[src/rtl/usb_timing_pkg.sv]
// Bit-timing constants and helpers shared by the USB receive and transmit timers.
// Three bits take 25 clocks, split into phases of 8, 8 and 9 clocks.
package usb_timing_pkg;

   localparam int BIT_PERIOD_SHORT = 8;
   localparam int BIT_PERIOD_LONG  = 9;
   localparam int NUM_PHASES       = 3;
   localparam int TICK_W           = 4;

   typedef logic [TICK_W-1:0] tick_t;
   typedef logic [1:0]        phase_t;

   localparam phase_t LAST_PHASE = phase_t'(NUM_PHASES - 1);

   // The last phase of the three-bit pattern carries the extra clock.
   function automatic tick_t phase_last_tick(input phase_t phase);
      return (phase == LAST_PHASE) ? tick_t'(BIT_PERIOD_LONG - 1)
                                   : tick_t'(BIT_PERIOD_SHORT - 1);
   endfunction

endpackage

[src/rtl/rx_tick_gen.sv]
// Receive bit clock: per-bit tick counter with 8/8/9 phase pattern, edge resync
// and a zero-latency sample strobe at bit centre.
module rx_tick_gen
   import usb_timing_pkg::*;
#(
   parameter int SAMPLE_TICK = 4
) (
   input  logic   clk,
   input  logic   rst,
   input  logic   enable_timer,
   input  logic   clear_timer,
   input  logic   d_edge,
   output tick_t  tick,
   output phase_t phase,
   output logic   strobe
);

   // An edge restarts the bit with the edge cycle as tick 0, so the next tick is 1.
   always_ff @(posedge clk) begin
      if (rst || clear_timer) begin
         tick  <= '0;
         phase <= '0;
      end else if (enable_timer) begin
         if (d_edge) begin
            tick <= tick_t'(1);
         end else if (tick == phase_last_tick(phase)) begin
            tick  <= '0;
            phase <= (phase == LAST_PHASE) ? '0 : phase + 1'b1;
         end else begin
            tick <= tick + 1'b1;
         end
      end
   end

   assign strobe = enable_timer && !clear_timer && !rst && (tick == tick_t'(SAMPLE_TICK));

endmodule

[src/rtl/rx_bit_timer.sv]
// Receive bit timer: samples at bit centre, counts unstuffed data bits and
// pulses byte_received the cycle after the last data bit of a byte.
module rx_bit_timer
   import usb_timing_pkg::*;
#(
   parameter int SAMPLE_TICK   = 4,
   parameter int BITS_PER_BYTE = 8
) (
   input  logic       clk,
   input  logic       rst,
   input  logic       enable_timer,
   input  logic       clear_timer,
   input  logic       d_edge,
   input  logic       stuff_bit,
   output logic       sample_strobe,
   output logic [3:0] bit_count,
   output logic       byte_received
);

   localparam logic [3:0] LAST_BIT = 4'(BITS_PER_BYTE - 1);

   tick_t  cur_tick;
   phase_t cur_phase;
   logic   unused_state;

   rx_tick_gen #(
      .SAMPLE_TICK (SAMPLE_TICK)
   ) u_tick_gen (
      .clk          (clk),
      .rst          (rst),
      .enable_timer (enable_timer),
      .clear_timer  (clear_timer),
      .d_edge       (d_edge),
      .tick         (cur_tick),
      .phase        (cur_phase),
      .strobe       (sample_strobe)
   );

   // Tick and phase are only of interest for debug visibility here.
   assign unused_state = ^{cur_tick, cur_phase};

   always_ff @(posedge clk) begin
      if (rst || clear_timer) begin
         bit_count     <= '0;
         byte_received <= 1'b0;
      end else begin
         byte_received <= 1'b0;
         if (sample_strobe && !stuff_bit) begin
            if (bit_count == LAST_BIT) begin
               bit_count     <= '0;
               byte_received <= 1'b1;
            end else begin
               bit_count <= bit_count + 1'b1;
            end
         end
      end
   end

endmodule

[config.mk]
export PLATFORM = sky130hd
export DESIGN_NAME = rx_bit_timer
export DESIGN_NICKNAME = d
export VERILOG_FILES = /design/src/rtl/usb_timing_pkg.sv /design/src/rtl/rx_tick_gen.sv /design/src/rtl/rx_bit_timer.sv
export SDC_FILE = /design/constraint.sdc
export NUM_CORES = 1
export LEC_CHECK = 0
export BUFFER_PORTS_ARGS = -buffer_cell sky130_fd_sc_hd__buf_2
export CAP_MARGIN = 30
export CORE_MARGIN = 3
export CORE_UTILIZATION = 31
export CTS_BUF_LIST = sky130_fd_sc_hd__clkbuf_2 sky130_fd_sc_hd__clkbuf_4 sky130_fd_sc_hd__clkbuf_8
export DETAILED_ROUTE_END_ITERATION = 10
export SYNTH_ARGS = -nofsm -noshare
export SYNTH_HDL_FRONTEND = slang
export SYNTH_SLANG_ARGS = --single-unit
[constraint.sdc]
create_clock -name clk -period 2.6 [get_ports clk]
set_clock_uncertainty 0.2 [all_clocks]
set_input_delay 0.39 -clock clk [delete_from_list [all_inputs] [get_ports clk]]
set_output_delay 0.39 -clock clk [all_outputs]
set_load 0.1 [all_outputs]
Yosys cells after proc, flatten, opt, wreduce, memory -nomap -nowiden --
Cells that the tools add are included.
Storage, ports and cells: register bits 11
Cells by class: add/subtract/negate cells 3, mux-type cells 6, reduce and logical (&&, ||, !) cells 10, equal/unequal tests 4, bitwise gates (word level) 2
Operators with widths (number):
- 4-bit 2-to-1 mux | 4
- 4-bit by 1-bit adder with 4-bit output, second input constant | 2
- 4-bit by 3-bit equality test with 1-bit output, second input constant | 2
- 4-bit equality test | 1
- 1-bit logical AND | 4
- 1-bit logical NOT | 3
- 3-bit AND reduction | 1
- 2-bit by 1-bit adder with 2-bit output, second input constant | 1
- 2-bit equality test, second input constant | 1
- 2-bit 2-to-1 mux | 1
- 1-bit inverter | 2
- 2-bit OR reduction | 1
- 1-bit logical OR | 1
- 1-bit 2-to-1 mux | 1

Depth between registers and ports, before layout --
Gate-level depths: netlist (run 1).
word-level depth 7, mapped depth 6, depth with buffers taken out 6

By module --
From an unflattened synthesis (run 1), not the netlist that was laid out.
Unflattened totals: cell total of the unflattened synthesis 67, area total of the unflattened synthesis 609.3 µm²
Modules (own cells, without submodules):
- rx_tick_gen | cells each 44, instances 1, area each 389.1 µm²
- rx_bit_timer | cells each 23, instances 1, area each 220.2 µm²

Worst setup path before layout (run 1) --
No wires, ideal clock.
path type input-to-output, start input port clear_timer, end output port sample_strobe, data arrival time 2110 ps, required time 2010 ps, cell stages on the path 3, path slack -100 ps, cells stage by stage or2_2 -> buf_4 -> nor2_1
On the way: cells in the longest elaborated chain, start to end 4
RTL lines:
- start: declaration | line rx_bit_timer.sv:12 | input logic clear_timer,
- 1-bit logical NOT | line rx_tick_gen.sv:35 | assign strobe = enable_timer && !clear_timer && !rst && (tick == tick_t'(SAMPLE_TICK));
- 1-bit logical AND (3 in a row) | line rx_tick_gen.sv:35
- end: declaration | line rx_bit_timer.sv:15 | output logic sample_strobe,
Every way passes these cells.

Worst setup path in the final report (run 1) --
start register u_tick_gen.tick[0], end output port sample_strobe
On the way: cells in the longest elaborated chain, start to end 2
RTL lines:
- start: declaration | line rx_tick_gen.sv:13 | output tick_t tick,
- start signal: assignment | line rx_tick_gen.sv:25 | tick <= tick_t'(1);
- start signal: assignment | line rx_tick_gen.sv:30 | tick <= tick + 1'b1;
- 4-bit by 3-bit equality test with 1-bit output | line rx_tick_gen.sv:35
- 1-bit logical AND | line rx_tick_gen.sv:35
Every way passes these cells.

==> impl_results.md, run 1 <==
- Max IR drop VDD: 0.000250 V
- Vias per inst: 5.13
- Post-DRT Antenna Nets: 0
- Pleak: 0.000266 uW
- DR WL/cell: 11.9 um
- # clock sinks: 11
- Clock buffer depth: 2
- Adder-cell share of the synthesized area: 6.32%
- Row Count: 15
- Setup TNS: 0 ns
- CTS Buf Count: 3
- Clk pin slew, worst setup/hold paths: 0.07 ns
- Simple logic cell fraction of the synthesized area: 28.2%
- WHS Path Cells: 4
- CP Depth: 5
- Count of final hold-check violations: 0
- WP data required: 2.01 ns
- Top FF cell, synth: dfxtp_1
- Root buf cell: clkbuf_4
- Final setup vio count: 0
- Vias in the first global route: 457
- Worst Path Arrival: 1.60 ns
- Largest stage delay, worst path: 0.43 ns
- Syn nets: 75
- Initial DRC count: 12
- Post-Syn Area: 594 um^2
- Placer's final routability congestion estimate: 0.875
- Synth warn: 0
- Asr flop ratio synth: 0%
- Number of synthesized register bits: 11
- Drt drc: 0
- Chip Width: 49.8 um
- DRT Wirelength: 1250 um
- Hold-critical path endpoint: bit_count[3]
- Max-slew violations: 0
- Die area: 2480 um^2
- N_diodes: 0
- Post-layout min period: 2.19 ns
- Synth cell types: 30
- Mean Syn Cell Area: 9.00 um^2
- Max-cap violation count: 0
- Crit. End Element: primary output
- WHS: 0.251 ns
- Grt total ovfl: 0
- Clk_lat worst skew: 0.27 ns
- Initial Utilization: 33.7%
- Initial antenna violation count: 0
- Seq/Total Area, Yosys: 37.1%
- Fin nets: 90
- PwrDens: 450 nW/um^2
- Core area: 1760 um^2
- Worst Hold Launch: rst
- CP max-delay cell: buf_2
- Buffers & Inverters on Critical Path: 2
- R2r setup slk: 0.48 ns
- Mapped Cells: 66
- Area Growth Syn to Fin: 18.7%
- Worst-margin pin slew: 0.541 ns
- Max Clk Rate: 457 MHz
- Critical path peak fanout: 7
- Die H: 49.8 um
- Drt first pass iters: 4
- Input/output buffers: 11
- Reg2reg start: u_tick_gen.phase[0]
- Critical path class: flop to primary output
- Post-synth EDFFs: 0
- Mux share of post-synthesis cell area: 3.37%
- Max-Slew Margin vs Limit: 63.7%
- Global-route usage over all layers: 10.5%
- Outcome: completed
- Top Ports: 12
- CTS tree: done
- Post-DP HPWL: 924 um
- First-pass GRT wire length: 1930 um
- Detailed-route via count: 539
- Share of layout cells above drive strength 1: 26.3%
- Post-CTS Hold Fix Bufs: 0
- Final Cycle Share: 84.2%
- CTS resizes: 0
- Hold crit path type: input pin to flop
- CTS H-Tree Depth: 1
- Xor-xnor portion of the synthesized cell area: 1.47%
- RSZ-0062 raised after global routing: no
- Worst path cell trace: inv_1, ha_1, nand4b_1, nor2_2, buf_2
- Number of post-CTS setup repair buffers: 0
- CP startpoint kind: flop
- Largest net degree at the start of global routing: 12
- Depth of the most critical reg-to-reg path: 4
- Crit path max-delay family: buffers and inverters
- RR Endpoint: u_tick_gen.phase[0]
- Compound-Gate Fraction of Synth Area: 19.2%
- Largest family of logic cells by synthesized area: simple AND/OR/NAND/NOR gates
## worst max-delay path by stage
stage                              from             endpoint
floorplan                   clear_timer        sample_strobe
global placement    u_tick_gen.phase[0]  u_tick_gen.phase[0]
detailed placement  u_tick_gen.phase[0]  u_tick_gen.phase[0]
CTS                  u_tick_gen.tick[0]        sample_strobe
global route         u_tick_gen.tick[0]        sample_strobe
finish               u_tick_gen.tick[0]        sample_strobe
## where the power goes
part	internal [uW]	switching [uW]
clock network	69.9	58.4
registers	169	1.53
logic	7.16	11.1
## cell usage after synthesis (2+ instances only)
master | instances | share of area, %
nand2b_1 | 2 | 2.1
nor2_1 | 6 | 3.8
nand2_1 | 4 | 2.5
dfxtp_1 | 11 | 37
a21oi_1 | 3 | 2.5
mux2i_1 | 2 | 3.4
a31oi_1 | 3 | 3.2
ha_1 | 3 | 6.3
nand4b_1 | 3 | 4.4
o21ai_0 | 5 | 4.2
inv_1 | 5 | 3.2
## layer usage
metal | vias to the layer above | share of wire, % | GRT usage (%)
li1 | 272 | - | -
met1 | 245 | 45 | 11.6
met2 | 22 | 46 | 17.2
met3 | 0 | 8.8 | 4.83
met4 | 0 | 0 | 4.15
met5 | - | 0 | 0
## worst register-to-register path: stages (launching register included)
cell     delay [ns]
dfxtp_1        0.35
or4b_4         0.56
o32a_4         0.35
or4_1          0.47
a21oi_1        0.14
## placed cells by master (no fill, tap or decap), types with 2 or more instances in the layout
cell type	count
dfxtp_1	11
nand2_1	4
a31oi_1	3
inv_1	5
buf_2	11
clkbuf_4	4
ha_1	3
nor2_1	5
nand2b_1	2
mux2i_1	2
nand4b_1	3
o21ai_0	5
a21oi_1	3
## final cells by class
cell class              count  area (um^2)
flip-flops and latches     11          220
well taps                  25         31.3
inverters                   5         18.8
multi-input cells          49          350
fillers                   196         1060
clock buffers               4         30.0
repair buffers             11         55.1
## flip-flops by register name, summed over array words and instances, names as in the netlist
register and count:
u_tick_gen.phase 2, bit_count 4, u_tick_gen.tick 4, byte_received 1
## kinds of logic (layout without fill, tap and decap cells)
| logic type | Yosys count | after routing |
|---|---|---|
| XOR/XNOR | 1 | 1 |
| AO/OA/AOI/OAI | 16 | 16 |
| adder cells (fa/ha/maj) | 3 | 3 |
| multiplexers | 2 | 2 |
| AND/OR/NAND/NOR | 27 | 27 |
| flip-flops | 11 | 11 |
| buffers and inverters | 6 | 20 |
## metrics by stage
step	std cells	power, uW	setup WS, ns	instance area (um^2)	utilization (%)
2_1_floorplan	66	185	0.362	597	-
3_3_place_gp	101	193	0.520	676	38.3
3_5_place_dp	101	193	0.502	676	38.3
4_1_cts	105	327	0.398	706	40.0
5_1_grt	105	334	0.310	706	40.0
6_report	105	317	0.412	706	40.0
(Power assumes the default switching activity.)
==> inputs of run 2 (changes only) <==
==> constraint.sdc (replaced) <==
create_clock -name clk -period 2.17 [get_ports clk]
set_clock_uncertainty 0.2 [all_clocks]
set_input_delay 0.3255 -clock clk [delete_from_list [all_inputs] [get_ports clk]]
set_output_delay 0.3255 -clock clk [all_outputs]
set_load 0.1 [all_outputs]
==> impl_results.md, run 2 (same netlist as run 1, synthesis figures left out) <==
- CP max-delay cell: or4b_4
- Setup TNS: 0 ns (unchanged)
- Root buf cell: clkbuf_4
- Post-DRT Antenna Nets: 0 (unchanged)
- Drt drc: 0 (unchanged)
- # fillers: 192 (-2.0%)
- Initial DRC count: 10 (-2)
- Chip Width: 49.8 um (unchanged)
- Crit. End Element: flop
- DR WL/cell: 11.9 um (+0.10%)
- Initial Utilization: 33.7% (unchanged)
- Vias in the first global route: 525 (+15%)
- Top Ports: 12 (unchanged)
- Input/output buffers: 11 (unchanged)
- Pleak: 0.000285 uW (+7.3%)
- Grt total ovfl: 0 (unchanged)
- Drt first pass iters: 4 (unchanged)
- Final design area excluding fillers: 744 um^2 (+5.5%)
- RSZ-0062 raised after global routing: no
- Most Used Layer, Global Route: met2
- Placer's final routability congestion estimate: 0.781 (-11%)
- Max-slew violations: 0 (unchanged)
- R2r setup slk: 0.05 ns (-0.43 ns)
- Number of post-CTS setup repair buffers: 0 (unchanged)
- Met3 Use GR: 3.93% (-0.91 points)
- Clk_lat worst skew: 0.26 ns (about the same)
- Die H: 49.8 um (unchanged)
- Final setup vio count: 0 (unchanged)
- Outcome: completed
- Detailed-route via count: 524 (-2.8%)
- Largest net degree at the start of global routing: 12 (unchanged)
- Count of final hold-check violations: 0 (unchanged)
- Clock buffer depth: 2 (unchanged)
- WP data required: 2.16 ns (+0.15 ns)
- N_diodes: 0 (unchanged)
- Vias per inst: 4.85 (-5.5%)
- Max-cap violation count: 0 (unchanged)
- Fin nets: 93 (+3.3%)
- Worst path cell trace: or4b_4, o32a_4, or4_1, a21oi_1
- Buffers & Inverters on Critical Path: 0 (-2)
- Max-Slew Margin vs Limit: 67.9% (+4.2 points)
- Largest stage delay, worst path: 0.55 ns (+0.12 ns)
- CP startpoint kind: flop
- Commonest cells after routing, fill and taps aside: 10 x dfxtp_1, 10 x buf_2, 5 x inv_1, 5 x nor2_1, 5 x o21ai_0
- WHS: 0.185 ns (-0.0664 ns)
- Final Cycle Share: 97.9%
- Met1 Usage GRT: 13.1% (+1.5 points)
- Row Count: 15 (unchanged)
- Met2 GRT Util: 19.4% (+2.2 points)
- Post-Place Cell Area: 713 um^2 (+5.6%)
- Critical path class: flop to flop
- # clock sinks: 11 (unchanged)
- Crit path max-delay family: simple AND/OR/NAND/NOR gates
- Worst Hold Launch: rst
- CTS H-Tree Depth: 1 (unchanged)
- PwrDens: 511 nW/um^2 (+13%)
- Core area: 1760 um^2 (unchanged)
- CTS Buf Count: 3 (unchanged)
- Share of layout cells above drive strength 1: 30.1% (+3.9 points)
- Worst-margin pin slew: 0.485 ns (-0.0554 ns)
- Design Power: 380 uW (+20%)
- DRT Wirelength: 1290 um (+3.0%)
- Worst setup path start: u_tick_gen.phase[0]
- Worst Path Arrival: 2.12 ns (+0.52 ns)
- CTS tree: done
- Post-DP HPWL: 982 um (+6.3%)
- Hold crit path type: input pin to flop
- Die area: 2480 um^2 (unchanged)
- Initial antenna violation count: 0 (unchanged)
- Critical path peak fanout: 6 (-1)
- Area Growth Syn to Fin: 25.3%
- Global-route usage over all layers: 11.8% (+1.3 points)
- Max Clk Rate: 471 MHz
- Clk pin slew, worst setup/hold paths: 0.07 ns (about the same)
- Regs by FF count: bit_count x4, u_tick_gen.tick x4, u_tick_gen.phase x2
- Reg2reg start: u_tick_gen.phase[0]
- Post-CTS Hold Fix Bufs: 0 (unchanged)
- Max IR drop VDD: 0.000167 V (-33%)
- First-pass GRT wire length: 2160 um (+12%)
- Post-layout min period: 2.12 ns
run 2: changes by cell type in the layout (fill, tap and decap cells not counted):
cell     delta
buf_2       -1
dfxtp_1     -1
buf_12      +1
dfxtp_2     +1
buf_4       +3
run 2: per-stage QoR:
step,cells,utilization [%],worst slack (ns)
after floorplan,66,-,0.0605
after detailed placement,104,40.4,0.0557
final,108,42.2,0.0466
after global placement,104,40.4,0.0836
after global routing,108,42.2,0.00605
after CTS,108,42.1,0.0416
run 2: layout make-up:
cell class | count | area, um^2 | share of cell area, %
Sequential cell | 11 | 221 | 29.7
Clock buffer | 4 | 30.0 | 4.03
Multi-Input combinational cell | 49 | 350 | 47.1
Inverter | 5 | 18.8 | 2.52
Tap cell | 25 | 31.3 | 4.20
Timing Repair Buffer | 14 | 92.6 | 12.4
run 2: path summary, 6_finish.rpt:
| kind | to | depth (start not counted) |
|---|---|---|
| worst max-delay path | u_tick_gen.phase[0] | 4 |
| worst min-delay path | u_tick_gen.tick[0] | 4 |
| worst max register to register | u_tick_gen.phase[0] | 4 |
| worst min register to register | bit_count[3] | 2 |
run 2: power by group:
| group | switching (uW) | internal, uW |
|---|---|---|
| clock network | 69.6 | 83.6 |
| logic | 13.6 | 8.72 |
| registers | 1.87 | 203 |
| total | 85.1 | 295 |
run 2: what timing repair did:
| action | in CTS | in global routing |
|---|---|---|
| resized for setup | 0 | 1 |
| endpoints found under the setup margin | 0 | 1 |
| hold endpoints to repair | 0 | 0 |
run 2: worst reg2reg max path, delay by kind of cell, from the launching register on:
family           cells  cell delay (ns)
AO/OA/AOI/OAI        2             0.49
flip-flops           1             0.34
AND/OR/NAND/NOR      2             1.02
run 2: layer usage:
metal	vias up	part of all wire (%)
met5	-	0
met4	0	0
met3	0	6.2
met2	11	46
met1	234	47
li1	279	-
==> inputs of run 3 (changes only) <==
--- a/config.mk
+++ b/config.mk
@@ -5,6 +5,7 @@
 export SDC_FILE = /design/constraint.sdc
 export NUM_CORES = 1
 export LEC_CHECK = 0
+export ABC_AREA = 1
 export BUFFER_PORTS_ARGS = -buffer_cell sky130_fd_sc_hd__buf_2
 export CAP_MARGIN = 30
 export CORE_MARGIN = 3
==> impl_results.md, run 3 <==
- Clock buffer depth: 2 (unchanged)
- Synth cell types: 18 (-40%)
- CTS Buf Count: 3 (unchanged)
- Area Growth Syn to Fin: 18.6%
- Post-CTS Hold Fix Bufs: 0 (unchanged)
- CP max-delay cell: dfxtp_1
- Regs by FF count: bit_count x4, u_tick_gen.tick x4, u_tick_gen.phase x2
- Vias per inst: 4.57 (-5.8%)
- Asr flop ratio synth: 0% (unchanged)
- Fin nets: 118 (+27%)
- Chip Width: 51.4 um (+3.3%)
- Die H: 51.4 um (+3.3%)
- Synth warn: 0 (unchanged)
- Detailed-route via count: 608 (+16%)
- Grt total ovfl: 0 (unchanged)
- RSZ-0062 raised after global routing: no
- CP startpoint kind: flop
- Synth top area share: 34.4% (-2.6 points)
- WHS Path Cells: 4 (unchanged)
- Worst Path Arrival: 1.49 ns (-0.63 ns)
- Max-slew violations: 0 (unchanged)
- Number of synthesized register bits: 11 (unchanged)
- Post-layout min period: 2.02 ns (-0.104 ns)
- Max-Slew Margin vs Limit: 67.8% (about the same)
- Placer's final routability congestion estimate: 0.763 (-2.3%)
- Max Clk Rate: 495 MHz (+5.2%)
- Vias in the first global route: 543 (+3.4%)
- Top cell by count, worst path: nor2_4
- Seq/Total Area, Yosys: 34.4% (-2.6 points)
- Final setup vio count: 0 (unchanged)
- Input/output buffers: 11 (unchanged)
- Hold crit path type: input pin to flop
- Pleak: 0.000351 uW (+23%)
- Depth of the most critical reg-to-reg path: 7 (+3)
- Root buf cell: clkbuf_4
- Critical path peak fanout: 6 (unchanged)
- CTS H-Tree Depth: 1 (unchanged)
- # clock sinks: 11 (unchanged)
- Most numerous cell in the Yosys netlist: nand2_1
- Top cells by area, synth: dfxtp_1 34%, nand2_1 14%, inv_1 7.6%
- Most common cell after layout, fill and taps aside: nand2_1
- Top FF cell, synth: dfxtp_1
- Commonest cells after routing, fill and taps aside: 23 x nand2_1, 13 x inv_1, 11 x nor2_1, 11 x dfxtp_1, 10 x buf_2
- DR WL/cell: 9.80 um (-18%)
- Global-route usage over all layers: 11.7% (-0.12 points)
- Final Cycle Share: 93.0% (-4.8 points)
- Final design area excluding fillers: 758 um^2 (+1.8%)
- RR Endpoint: bit_count[3]
- PwrDens: 507 nW/um^2 (-0.65%)
- Largest net degree at the start of global routing: 8 (-4)
- Largest stage delay, worst path: 0.43 ns (-0.12 ns)
- Drt first pass iters: 4 (unchanged)
- Post-Syn Area: 639 um^2 (+7.6%)
- Area leader, netlist: dfxtp_1
- Share of layout cells above drive strength 1: 20.4% (-9.8 points)
- Clk pin slew, worst setup/hold paths: 0.07 ns (about the same)
- Post-synth EDFFs: 0 (unchanged)
- Clk_lat worst skew: 0.27 ns (about the same)
- Worst path cell trace: inv_2, nor2_4, nand2_2, nor2_4, clkbuf_4
- Mapped Cells: 93 (+41%)
- Initial antenna violation count: 0 (unchanged)
- R2r setup slk: 0.55 ns (+0.50 ns)
- Post-Place Cell Area: 726 um^2 (+1.8%)
- Worst Hold Launch: rst
- Initial DRC count: 8 (-2)
- Post-DP HPWL: 1020 um (+3.5%)
- Drt drc: 0 (unchanged)
- Setup TNS: 0 ns (unchanged)
- Mean Syn Cell Area: 6.87 um^2 (-24%)
- Hold-critical path endpoint: u_tick_gen.phase[0]
- Max-cap violation count: 0 (unchanged)
- Reg2reg start: u_tick_gen.tick[0]
- Crit. End Element: primary output
- CTS tree: done
- Core area: 1840 um^2 (+4.3%)
- Outcome: completed
- First-pass GRT wire length: 2300 um (+6.7%)
- Worst-margin pin slew: 0.486 ns (+0.000378 ns)
- Max IR drop VDD: 0.000236 V (+41%)
- Initial Utilization: 34.8% (+1.1 points)
- Worst setup path start: u_tick_gen.tick[2]
- WP data required: 1.64 ns (-0.52 ns)
- Syn nets: 102 (+36%)
- Die area: 2640 um^2 (+6.7%)
- Post-DRT Antenna Nets: 0 (unchanged)
- Top Ports: 12 (unchanged)
- Synth cell count leaders: 23 x nand2_1, 13 x inv_1, 11 x dfxtp_1, 11 x nor2_1, 9 x nand3_1
- N_diodes: 0 (unchanged)
- Count of final hold-check violations: 0 (unchanged)
- DRT Wirelength: 1300 um (+1.3%)
- Row Count: 15 (unchanged)
- Critical path class: flop to primary output
==> run 3: repair_timing <==
item | 4_1_cts | 5_1_grt
setup endpoints to repair | 0 | 1
setup buffers | 0 | 0
resized for setup | 0 | 1
==> run 3: area by class of cell <==
| cell class | instances | area (um^2) |
|---|---|---|
| sequential | 11 | 220 |
| fill | 221 | 1080 |
| tap | 25 | 31.3 |
| timing repair buffer | 11 | 57.6 |
| multi-input combinational | 68 | 367 |
| clock buffer | 4 | 30.0 |
| inverter | 14 | 52.6 |
==> run 3: power breakdown <==
part	internal (uW)	switching [uW]	leakage, uW
logic	7.77	16.4	0.000243
clock network	83.7	72.5	0.0000184
registers	203	1.53	0.0000887
==> run 3: cells by family (layout without fill, tap and decap cells) <==
| group | count (synthesis) | count (layout) | synth area share [%] |
|---|---|---|---|
| AO/OA/AOI/OAI | 9 | 9 | 7.24 |
| XOR/XNOR | 2 | 2 | 2.74 |
| adder cells (fa/ha/maj) | 3 | 3 | 5.87 |
| buffers and inverters | 14 | 29 | 8.22 |
| flip-flops | 11 | 11 | 34.4 |
| AND/OR/NAND/NOR | 54 | 54 | 41.5 |
==> run 3: worst max-delay path, delay by kind of cell (launching register included) <==
family	cells	cell delay, ns
DFF	1	0.43
buffers and inverters	2	0.43
and+or+nand+nor	3	0.36
==> run 3: per-stage QoR <==
| step | hold slack (ns) | instances | total power, uW | utilization, % | worst slack [ns] |
|---|---|---|---|---|---|
| 2_1_floorplan | 0.278 | 93 | 223 | - | 0.215 |
| 3_3_place_gp | 0.273 | 129 | 233 | 39.5 | 0.354 |
| 3_5_place_dp | 0.269 | 129 | 233 | 39.5 | 0.343 |
| 4_1_cts | 0.144 | 133 | 392 | 41.1 | 0.0461 |
| 5_1_grt | 0.174 | 133 | 401 | 41.2 | 0.0540 |
| 6_report | 0.156 | 133 | 385 | 41.2 | 0.151 |
==> run 3: per-layer routing <==
metal | part of all wire (%) | GRT usage [%]
met5 | 0 | 0
met2 | 44 | 17.4
met1 | 51 | 14.8
met3 | 3.7 | 2.62
met4 | 1.8 | 7.86
==> run 3: worst max-delay path by stage <==
stage	end	slack (ns)	cells past startpoint
3_5_place_dp	sample_strobe	0.34	5
3_3_place_gp	sample_strobe	0.35	5
5_1_grt	sample_strobe	0.05	5
6_report	sample_strobe	0.15	5
2_1_floorplan	bit_count[3]	0.21	4
4_1_cts	sample_strobe	0.05	5
